<file path="config.mk">
export PLATFORM = sky130hd
export DESIGN_NAME = fifo_wr_arbiter_flat
export DESIGN_NICKNAME = d
export VERILOG_FILES = /design/src/rtl/fifo_wr_arbiter_if.sv /design/src/rtl/fifo_wr_arbiter.sv /design/src/flat_wrapper.sv
export SDC_FILE = /design/constraint.sdc
export NUM_CORES = 1
export LEC_CHECK = 0
export ABC_AREA = 1
export BUFFER_PORTS_ARGS = -buffer_cell sky130_fd_sc_hd__buf_2
export CORE_AREA = 2 2 74 76
export CTS_CLUSTER_DIAMETER = 150
export CTS_CLUSTER_SIZE = 14
export DETAILED_ROUTE_END_ITERATION = 16
export DIE_AREA = 0 0 76 78
export PLACE_DENSITY = 0.95
export SYNTH_ARGS = -nofsm -noshare
export SYNTH_HDL_FRONTEND = slang
export SYNTH_SLANG_ARGS = --single-unit
</file>
<file path="constraint.sdc">
create_clock -name clk -period 4.4 [get_ports clk]
set_input_delay 0.44 -clock clk [delete_from_list [all_inputs] [get_ports clk]]
set_output_delay 0.44 -clock clk [all_outputs]
set_load 0.05 [all_outputs]
</file>
<file path="src/rtl/fifo_wr_arbiter_if.sv">
// rtl/fifo_wr_arbiter_if.sv - producer/FIFO-write-side signal bundle for fifo_wr_arbiter
interface fifo_wr_arbiter_if #(
  parameter int NUM_REQ    = 4,
  parameter int DATA_WIDTH = 32
);
  localparam int ID_W = (NUM_REQ > 1) ? $clog2(NUM_REQ) : 1;

  logic [NUM_REQ-1:0]            req;
  logic [NUM_REQ*DATA_WIDTH-1:0] req_data;
  logic                          fifo_full;
  logic [NUM_REQ-1:0]            grant;
  logic [NUM_REQ-1:0]            ack;
  logic                          fifo_wr_en;
  logic [DATA_WIDTH-1:0]         fifo_data_in;
  logic                          busy;
  logic [ID_W-1:0]               owner_id;

  modport master (
    input  req, req_data, fifo_full,
    output grant, ack, fifo_wr_en, fifo_data_in, busy, owner_id
  );

  modport slave (
    output req, req_data, fifo_full,
    input  grant, ack, fifo_wr_en, fifo_data_in, busy, owner_id
  );
endinterface

</file>
<file path="src/rtl/fifo_wr_arbiter.sv">
// rtl/fifo_wr_arbiter.sv - round-robin burst arbiter sharing one FIFO write port
module fifo_wr_arbiter #(
  parameter int NUM_REQ    = 4,
  parameter int DATA_WIDTH = 32,
  parameter int BURST_LEN  = 8
) (
  input  logic              clk,
  input  logic              rst,
  fifo_wr_arbiter_if.master bus
);
  localparam int ID_W  = (NUM_REQ > 1) ? $clog2(NUM_REQ) : 1;
  localparam int CNT_W = $clog2(BURST_LEN) + 1;

  typedef enum logic {IDLE, BURST} state_t;

  state_t             state_q, state_d;
  logic [NUM_REQ-1:0] grant_q, grant_d;
  logic [ID_W-1:0]    owner_q, owner_d;
  logic               busy_q, busy_d;
  logic [ID_W-1:0]    rr_ptr_q, rr_ptr_d;
  logic [CNT_W-1:0]   beat_cnt_q, beat_cnt_d;

  logic [ID_W-1:0]    sel;
  logic               sel_vld;
  logic [ID_W:0]      idx;
  logic               beat;
  logic               last_beat;
  logic [ID_W-1:0]    next_ptr;

  // First asserted request at or above rr_ptr, wrapping around.
  always_comb begin
    sel     = '0;
    sel_vld = 1'b0;
    idx     = '0;
    for (int k = 0; k < NUM_REQ; k++) begin
      idx = {1'b0, rr_ptr_q} + (ID_W+1)'(k);
      if (idx >= (ID_W+1)'(NUM_REQ)) begin
        idx = idx - (ID_W+1)'(NUM_REQ);
      end
      if (!sel_vld && bus.req[idx[ID_W-1:0]]) begin
        sel     = idx[ID_W-1:0];
        sel_vld = 1'b1;
      end
    end
  end

  // A word offered while reset is asserted must not reach the FIFO.
  assign beat      = (state_q == BURST) && bus.req[owner_q] && !bus.fifo_full && !rst;
  assign last_beat = beat && (beat_cnt_q == CNT_W'(BURST_LEN - 1));
  assign next_ptr  = (owner_q == ID_W'(NUM_REQ - 1)) ? '0 : owner_q + ID_W'(1);

  always_comb begin
    bus.fifo_data_in = '0;
    for (int i = 0; i < NUM_REQ; i++) begin
      if (owner_q == ID_W'(i)) begin
        bus.fifo_data_in = bus.req_data[i*DATA_WIDTH +: DATA_WIDTH];
      end
    end
  end

  assign bus.grant      = grant_q;
  assign bus.ack        = grant_q & {NUM_REQ{beat}};
  assign bus.fifo_wr_en = beat;
  assign bus.busy       = busy_q;
  assign bus.owner_id   = owner_q;

  always_comb begin
    state_d    = state_q;
    grant_d    = grant_q;
    owner_d    = owner_q;
    busy_d     = busy_q;
    rr_ptr_d   = rr_ptr_q;
    beat_cnt_d = beat_cnt_q;
    case (state_q)
      IDLE: begin
        if (sel_vld) begin
          grant_d      = '0;
          grant_d[sel] = 1'b1;
          owner_d      = sel;
          busy_d       = 1'b1;
          beat_cnt_d   = '0;
          state_d      = BURST;
        end
      end
      BURST: begin
        // Release and completion both hand priority to the next index.
        if (!bus.req[owner_q] || last_beat) begin
          grant_d    = '0;
          owner_d    = '0;
          busy_d     = 1'b0;
          beat_cnt_d = '0;
          rr_ptr_d   = next_ptr;
          state_d    = IDLE;
        end else if (beat) begin
          beat_cnt_d = beat_cnt_q + CNT_W'(1);
        end
      end
      default: state_d = IDLE;
    endcase
  end

  always_ff @(posedge clk) begin
    if (rst) begin
      state_q    <= IDLE;
      grant_q    <= '0;
      owner_q    <= '0;
      busy_q     <= 1'b0;
      rr_ptr_q   <= '0;
      beat_cnt_q <= '0;
    end else begin
      state_q    <= state_d;
      grant_q    <= grant_d;
      owner_q    <= owner_d;
      busy_q     <= busy_d;
      rr_ptr_q   <= rr_ptr_d;
      beat_cnt_q <= beat_cnt_d;
    end
  end
endmodule

</file>
<file path="src/flat_wrapper.sv">
// flat-port wrapper written by rule: the top's interface ports become plain ports
module fifo_wr_arbiter_flat 
#(
  parameter int NUM_REQ    = 4,
  parameter int DATA_WIDTH = 32,
  parameter int BURST_LEN  = 8
)
  (clk, rst, bus_req, bus_req_data, bus_fifo_full, bus_grant, bus_ack, bus_fifo_wr_en, bus_fifo_data_in, bus_busy, bus_owner_id);
  fifo_wr_arbiter_if #(.NUM_REQ(NUM_REQ), .DATA_WIDTH(DATA_WIDTH)) bus_i ();
  input  logic clk;
  input  logic rst;
  input wire logic [$bits(bus_i.req)-1:0] bus_req;
  input wire logic [$bits(bus_i.req_data)-1:0] bus_req_data;
  input wire logic [$bits(bus_i.fifo_full)-1:0] bus_fifo_full;
  output wire logic [$bits(bus_i.grant)-1:0] bus_grant;
  output wire logic [$bits(bus_i.ack)-1:0] bus_ack;
  output wire logic [$bits(bus_i.fifo_wr_en)-1:0] bus_fifo_wr_en;
  output wire logic [$bits(bus_i.fifo_data_in)-1:0] bus_fifo_data_in;
  output wire logic [$bits(bus_i.busy)-1:0] bus_busy;
  output wire logic [$bits(bus_i.owner_id)-1:0] bus_owner_id;
  assign bus_i.req = bus_req;
  assign bus_i.req_data = bus_req_data;
  assign bus_i.fifo_full = bus_fifo_full;
  assign bus_grant = bus_i.grant;
  assign bus_ack = bus_i.ack;
  assign bus_fifo_wr_en = bus_i.fifo_wr_en;
  assign bus_fifo_data_in = bus_i.fifo_data_in;
  assign bus_busy = bus_i.busy;
  assign bus_owner_id = bus_i.owner_id;
  fifo_wr_arbiter #(.NUM_REQ(NUM_REQ), .DATA_WIDTH(DATA_WIDTH), .BURST_LEN(BURST_LEN)) u_core (.clk(clk), .rst(rst), .bus(bus_i));
endmodule
</file>
## Yosys cells after proc, flatten, opt, wreduce, memory -nomap -nowiden

Index checks and enable logic that the tools add are counted.

| word-level totals | value |
|---|---|
| register bits | 14 |
| ROM bits | 0 |
| output and inout port bits | 44 |
| memories | 0 |
| latch bits | 0 |
| input bits | 135 |
| word-level logic and storage cells | 99 |
| RAM bits | 0 |

| operators by class | value |
|---|---|
| multiply operators | 0 |
| reduce and logical (&&, ||, !) cells | 19 |
| shift operators | 0 |
| add/subtract/negate cells | 9 |
| mux-type cells | 45 |
| magnitude comparators | 11 |
| eq/ne operators | 7 |
| divide/modulo/power cells | 0 |
| bitwise operators | 2 |

Operator list:

| cell | count |
|---|---|
| two-way mux 32 bit | 4 |
| two-way mux 2 bit | 11 |
| two-way mux 4 bit | 5 |
| less-than comparator 2 x 3 -> 1 bit (second input constant) | 6 |
| one-hot mux 4 bit (2 select lines) | 2 |
| two-way mux 1 bit | 14 |
| binary-select mux 1 bit (select 2 bit) | 5 |
| >= comparator 3 bit (second input constant) | 3 |
| logical AND 1 bit | 8 |
| subtractor 2 x 1 -> 2 bit (second input constant) | 4 |
| adder 2 x 2 -> 3 bit (second input constant) | 2 |
| zero test 1 bit | 6 |
| AND reduction 2 bit | 3 |
| adder 4 x 1 -> 4 bit (second input constant) | 1 |
| AND 4 bit | 1 |
| equality test 2 bit (second input constant) | 2 |
| equality test 4 x 3 -> 1 bit (second input constant) | 1 |
| one-hot mux 1 bit (2 select lines) | 2 |
| one-hot mux 2 bit (2 select lines) | 1 |
| adder 2 x 1 -> 3 bit (second input constant) | 1 |
| >= comparator 2 x 3 -> 1 bit (second input constant) | 1 |
| != test 3 bit (second input constant) | 1 |
| adder 2 x 1 -> 2 bit (second input constant) | 1 |
| demux 1 bit (select 2 bit) | 1 |
| 7 further kinds | 7 |

## Logic depth before layout (Yosys ltp)

| logic depth | value |
|---|---|
| word-level depth | 20 |
| gate-level depth with buffers | 13 |

## Worst setup path before layout

OpenSTA, ideal clock, no wires.

| timing path | value |
|---|---|
| kind | reg-to-output |
| start point | register u_core.owner_q[1] (netlist: u_core.bus.owner_id[1]) |
| end point | output port bus_ack[0] |
| setup slack | 1.275 ns |
| data required time | 3.960 ns |
| cell stages (with the launch flop) | 7 |
| arrival time | 2.685 ns |
| cell sequence | dfxtp_1 -> inv_1 -> nand3_1 -> nand2_1 -> nor2_1 -> inv_1 -> nor2_1 |

| on the way | value |
|---|---|
| cells in the longest elaborated chain, start to end | 6 |

RTL lines:

| element | RTL line | source |
|---|---|---|
| from (decl) | fifo_wr_arbiter.sv:18 | `logic [ID_W-1:0] owner_q, owner_d;` |
| from (signal assigned) | fifo_wr_arbiter.sv:113 | `owner_q <= owner_d;` |
| binary-select mux 1 bit (select 2 bit) | fifo_wr_arbiter.sv:48 | `assign beat = (state_q == BURST) && bus.req[owner_q] && !bus.fifo_full && !rst;` |
| two-way mux 1 bit (implied by the code) | fifo_wr_arbiter.sv:48 |  |
| logical AND 1 bit (3 in series) | fifo_wr_arbiter.sv:48 |  |
| net bus_fifo_wr_en | flat_wrapper.sv:17 | `output wire logic [$bits(bus_i.fifo_wr_en)-1:0] bus_fifo_wr_en;` |
| AND 4 bit | fifo_wr_arbiter.sv:62 | `assign bus.ack = grant_q & {NUM_REQ{beat}};` |
| to (decl) | flat_wrapper.sv:16 | `output wire logic [$bits(bus_i.ack)-1:0] bus_ack;` |

The timed path passes the listed nets, and every way through them passes these cells. The select of a mux whose other input is x is not followed.

## Worst setup path after layout

| timing path | value |
|---|---|
| start point | register u_core.owner_q[0] (netlist: u_core.bus.owner_id[0]) |
| end point | output port bus_fifo_data_in[0] |

| on the way | value |
|---|---|
| cells in the longest elaborated chain, start to end | 5 |
| elaborated cells on any way between the ends | 8 |
| those cells by class | eq/ne (3); mux (4); reduce/logical (1) |

RTL lines:

| element | RTL line | source |
|---|---|---|
| zero test 2 bit | fifo_wr_arbiter.sv:55 | `if (owner_q == ID_W'(i)) begin` |
| two-way mux 32 bit (3 in series) | fifo_wr_arbiter.sv:55 |  |
| two-way mux 32 bit * | fifo_wr_arbiter.sv:55 |  |
| to (decl) | flat_wrapper.sv:18 | `output wire logic [$bits(bus_i.fifo_data_in)-1:0] bus_fifo_data_in;` |

Mark *: on every way between the ends. The rest lies on a longest branch, timed or not.

==> summary.md <==
| Metric | Value |
|---|---|
| Die Span X | 76 µm |
| Initial antenna violation count | 0 |
| Crit-path cells | inv_2, ha_1, buf_4, inv_1, nand2_1, a21oi_1, buf_2 |
| Post-synthesis register bit count | 14 |
| Worst Hold End | u_core.beat_cnt_q[1] |
| Slew headroom | 32.9% |
| Drt wl/cell | 12.6 µm |
| Cell area after layout | 3080 µm² |
| Hold Buf Count CTS | 0 |
| Yosys cell types | 26 |
| Syn-to-layout area delta | 46.2% |
| R2R Path Start | u_core.bus.owner_id[0] |
| RSZ-0062 raised after global routing | false |
| Comb pwr share | 87.2% |
| Layout cells sized above 1 | 36.8% |
| Status | completed |
| Largest net degree at the start of global routing | 35 |
| Post-CTS setup buffers | 0 |
| Hold WC Path Type | in -> reg |
| Clk_lat worst skew | 0.25 ns |
| Total congestion overflow | 0 |
| Top cells by area, synth | nand2_1 (32%), a21oi_1 (16%), dfxtp_1 (13%) |
| P_sw | 1.86 mW |
| Initial DRC count | 220 |
| Slew @ Worst Pin | 1.01 ns |
| Final nets | 720 |
| Yosys warning total | 0 |
| CP Data Arrival Time | 2.71 ns |
| Startpoint types | flip-flop |
| I/O pin cnt | 179 |
| Hold Path Depth | 2 |
| Crit-path slowest cell | inv_1 |
| Post-route ant nets | 0 |
| Flop pwr share | 7.9% |
| Half-perimeter wire length after placement | 6.32 mm |
| H-tree Lvls | 1 |
| Mapped Area | 2110 µm² |
| Tmin final | 3.15 ns |
| Peak supply drop | 0.396 mV |
| PD cells | 864 nW/µm² |
| TritonCTS clock tree | built |
| Max Cap Viol | 0 |
| Worst hold start | rst |
| DRC viols | 0 |
| Root Driver | clkbuf_8 |
| CP Data Required Time | 3.96 ns |
| Final std cells w/o fill | 649 |
| Crit. End Element | output port |
| R2r setup slk | 2.40 ns |
| First-pass GRT wire length | 12.6 mm |
| Initial DRT Pass Iterations | 5 |
| I/O Buffers | 178 |
| Synth area leader | nand2_1 |
| Leak pwr | 1.89 nW |
| P_int | 0.804 mW |
| Vias in the first global route | 2896 |
| CTS Buf Count | 3 |
| CP peak stage delay | 0.73 ns |
| Seq/Total Area, Yosys | 13.3% |
| Share of the synthesized area in the top cell type | 31.9% |
| Clock skew | 0.00124 ns |
| Post-Route WL | 8.18 mm |
| Syn avg cell area | 5.08 µm² |
| Vias/cell | 5.00 |
| Sw Share | 69.8% |
| Crit Path Max Fanout | 33 |
| Dpl cell area | 3030 µm² |
| Synthesized instance count | 415 |
| CTS sink cnt | 14 |
| Setup-failing EPs final | 0 |
| Clk pwr share | 4.9% |
| Die area | 5930 µm² |
| Area of the core | 5040 µm² |
| Reg-to-reg critical path endpoint | u_core.rr_ptr_q[0] |
| CTS clk-pin slew, worst paths | 0.06 ns |
| CTS Buffer Depth | 2 |
| Post-Route Setup TNS | 0 ns |
| Placer congestion estimate | 0.961 |
| Worst Reg2Reg Path Length in Cells | 5 |
| Finished Core Util | 61.1% |
| Initial Util | 41.8% |
| Dpl cells | 645 |
| Antenna fix cells | 0 |
| Die H | 78 µm |
| GRT Total Usage | 25.2% |
| Mapped Nets | 555 |
| Vias after detailed routing | 3246 |
| Final Hold Vio Count | 0 |
| Period utilization | 71.6% |
| Peak Freq | 0.317 GHz |
| CP Class | reg -> out |
| Cts repair resizes | 0 |
| Slew Viols, Final | 0 |
| Num rows | 26 |
[critical path: cells and delay by family (launching register included)]
kind / cells / cell delay (ns)
buffers and inverters: 4 / 1.37
flip-flops: 1 / 0.46
AO/OA/AOI/OAI: 1 / 0.25
adder cells (fa/ha/maj): 1 / 0.20
AND/OR/NAND/NOR: 1 / 0.16
[power by group through the flow]
stage / combinational (mW) / clock [mW] / sequential (mW)
floorplan: 1.75 / 0 / 0.273
global placement: 2.27 / 0 / 0.209
detailed placement: 2.30 / 0 / 0.211
CTS: 2.31 / 0.131 / 0.210
global route: 2.48 / 0.137 / 0.218
finish: 2.32 / 0.130 / 0.212
[metrics by stage]
stage                     setup slack (ns)  total power, mW  hold WS [ns]
after floorplan                       1.27             2.03         0.467
after global placement                1.67             2.48         0.453
after detailed placement              1.56             2.51         0.453
after CTS                             1.28             2.65         0.381
after global routing                  1.06             2.84         0.403
final                                 1.25             2.66         0.389
[worst max-delay path by stage]
| stage | from | to | slack [ns] | cells after the start |
|---|---|---|---|---|
| after global placement | u_core.bus.owner_id[1] | bus_fifo_data_in[0] | 1.67 | 9 |
| final | u_core.bus.owner_id[0] | bus_fifo_data_in[0] | 1.25 | 7 |
| after floorplan | u_core.bus.owner_id[1] | bus_ack[0] | 1.27 | 6 |
| after CTS | u_core.bus.owner_id[0] | bus_fifo_data_in[0] | 1.28 | 7 |
| after detailed placement | u_core.bus.owner_id[0] | bus_fifo_data_in[0] | 1.56 | 7 |
| after global routing | u_core.bus.owner_id[0] | bus_fifo_data_in[0] | 1.06 | 7 |
[area by class of cell]
cell class	count	area, µm²
fillers	464	1960
multi-input cells	348	1620
repair buffers	182	921
flip-flops and latches	14	280
inverters	31	119
well taps	70	87.6
clock buffers	4	55.1
[synth_stat cells]
library cell / n
a21oi_1: 67
nand2_2: 7
a221oi_1: 1
nand3_2: 5
ha_1: 5
nand2_1: 179
a22oi_1: 1
clkbuf_1: 19
nand3_4: 1
inv_1: 26
o21ai_0: 3
nand2_4: 5
dfxtp_1: 14
buf_2: 2
o21ai_1: 5
buf_6: 1
nor2_2: 1
nor2_1: 52
xor2_1: 2
nand3_1: 8
inv_4: 1
o31ai_1: 1
inv_2: 4
nor3_1: 2
nand4_1: 1
nor2_8: 2
[logic make-up after synthesis]
logic type,share of synthesized area (%)
compound gates,18.9
xor+xnor,0.831
fa+ha+maj,2.97
buf+inv,10.0
flops,13.3
simple gates,53.9
[flip-flops by register name, indices dropped and copies added (netlist names)]
signal and count:
u_core.bus.owner_id 2, u_core.beat_cnt_q 4, u_core.bus.grant 4, u_core.bus.busy 1, u_core.rr_ptr_q 2, u_core.state_q 1
[cells in the final DEF, fill, tap and decap left out, drive strengths merged]
cell / n
nand3: 14
dfxtp: 14
buf: 182
nor3: 2
xor2: 2
nor2: 55
nand4: 1
o31ai: 1
a221oi: 1
a21oi: 67
o21ai: 8
inv: 31
ha: 5
nand2: 191
a22oi: 1
clkbuf: 4
[metal layers]
metal / global-route usage, % / vias to the layer above / routed length (µm)
met5: 0 / - / 0
li1: - / 1628 / -
met1: 29.6 / 1393 / 3240
met4: 8.73 / 0 / 144
met3: 5.93 / 21 / 800
met2: 45.0 / 204 / 3990
(Power assumes the default switching activity.)
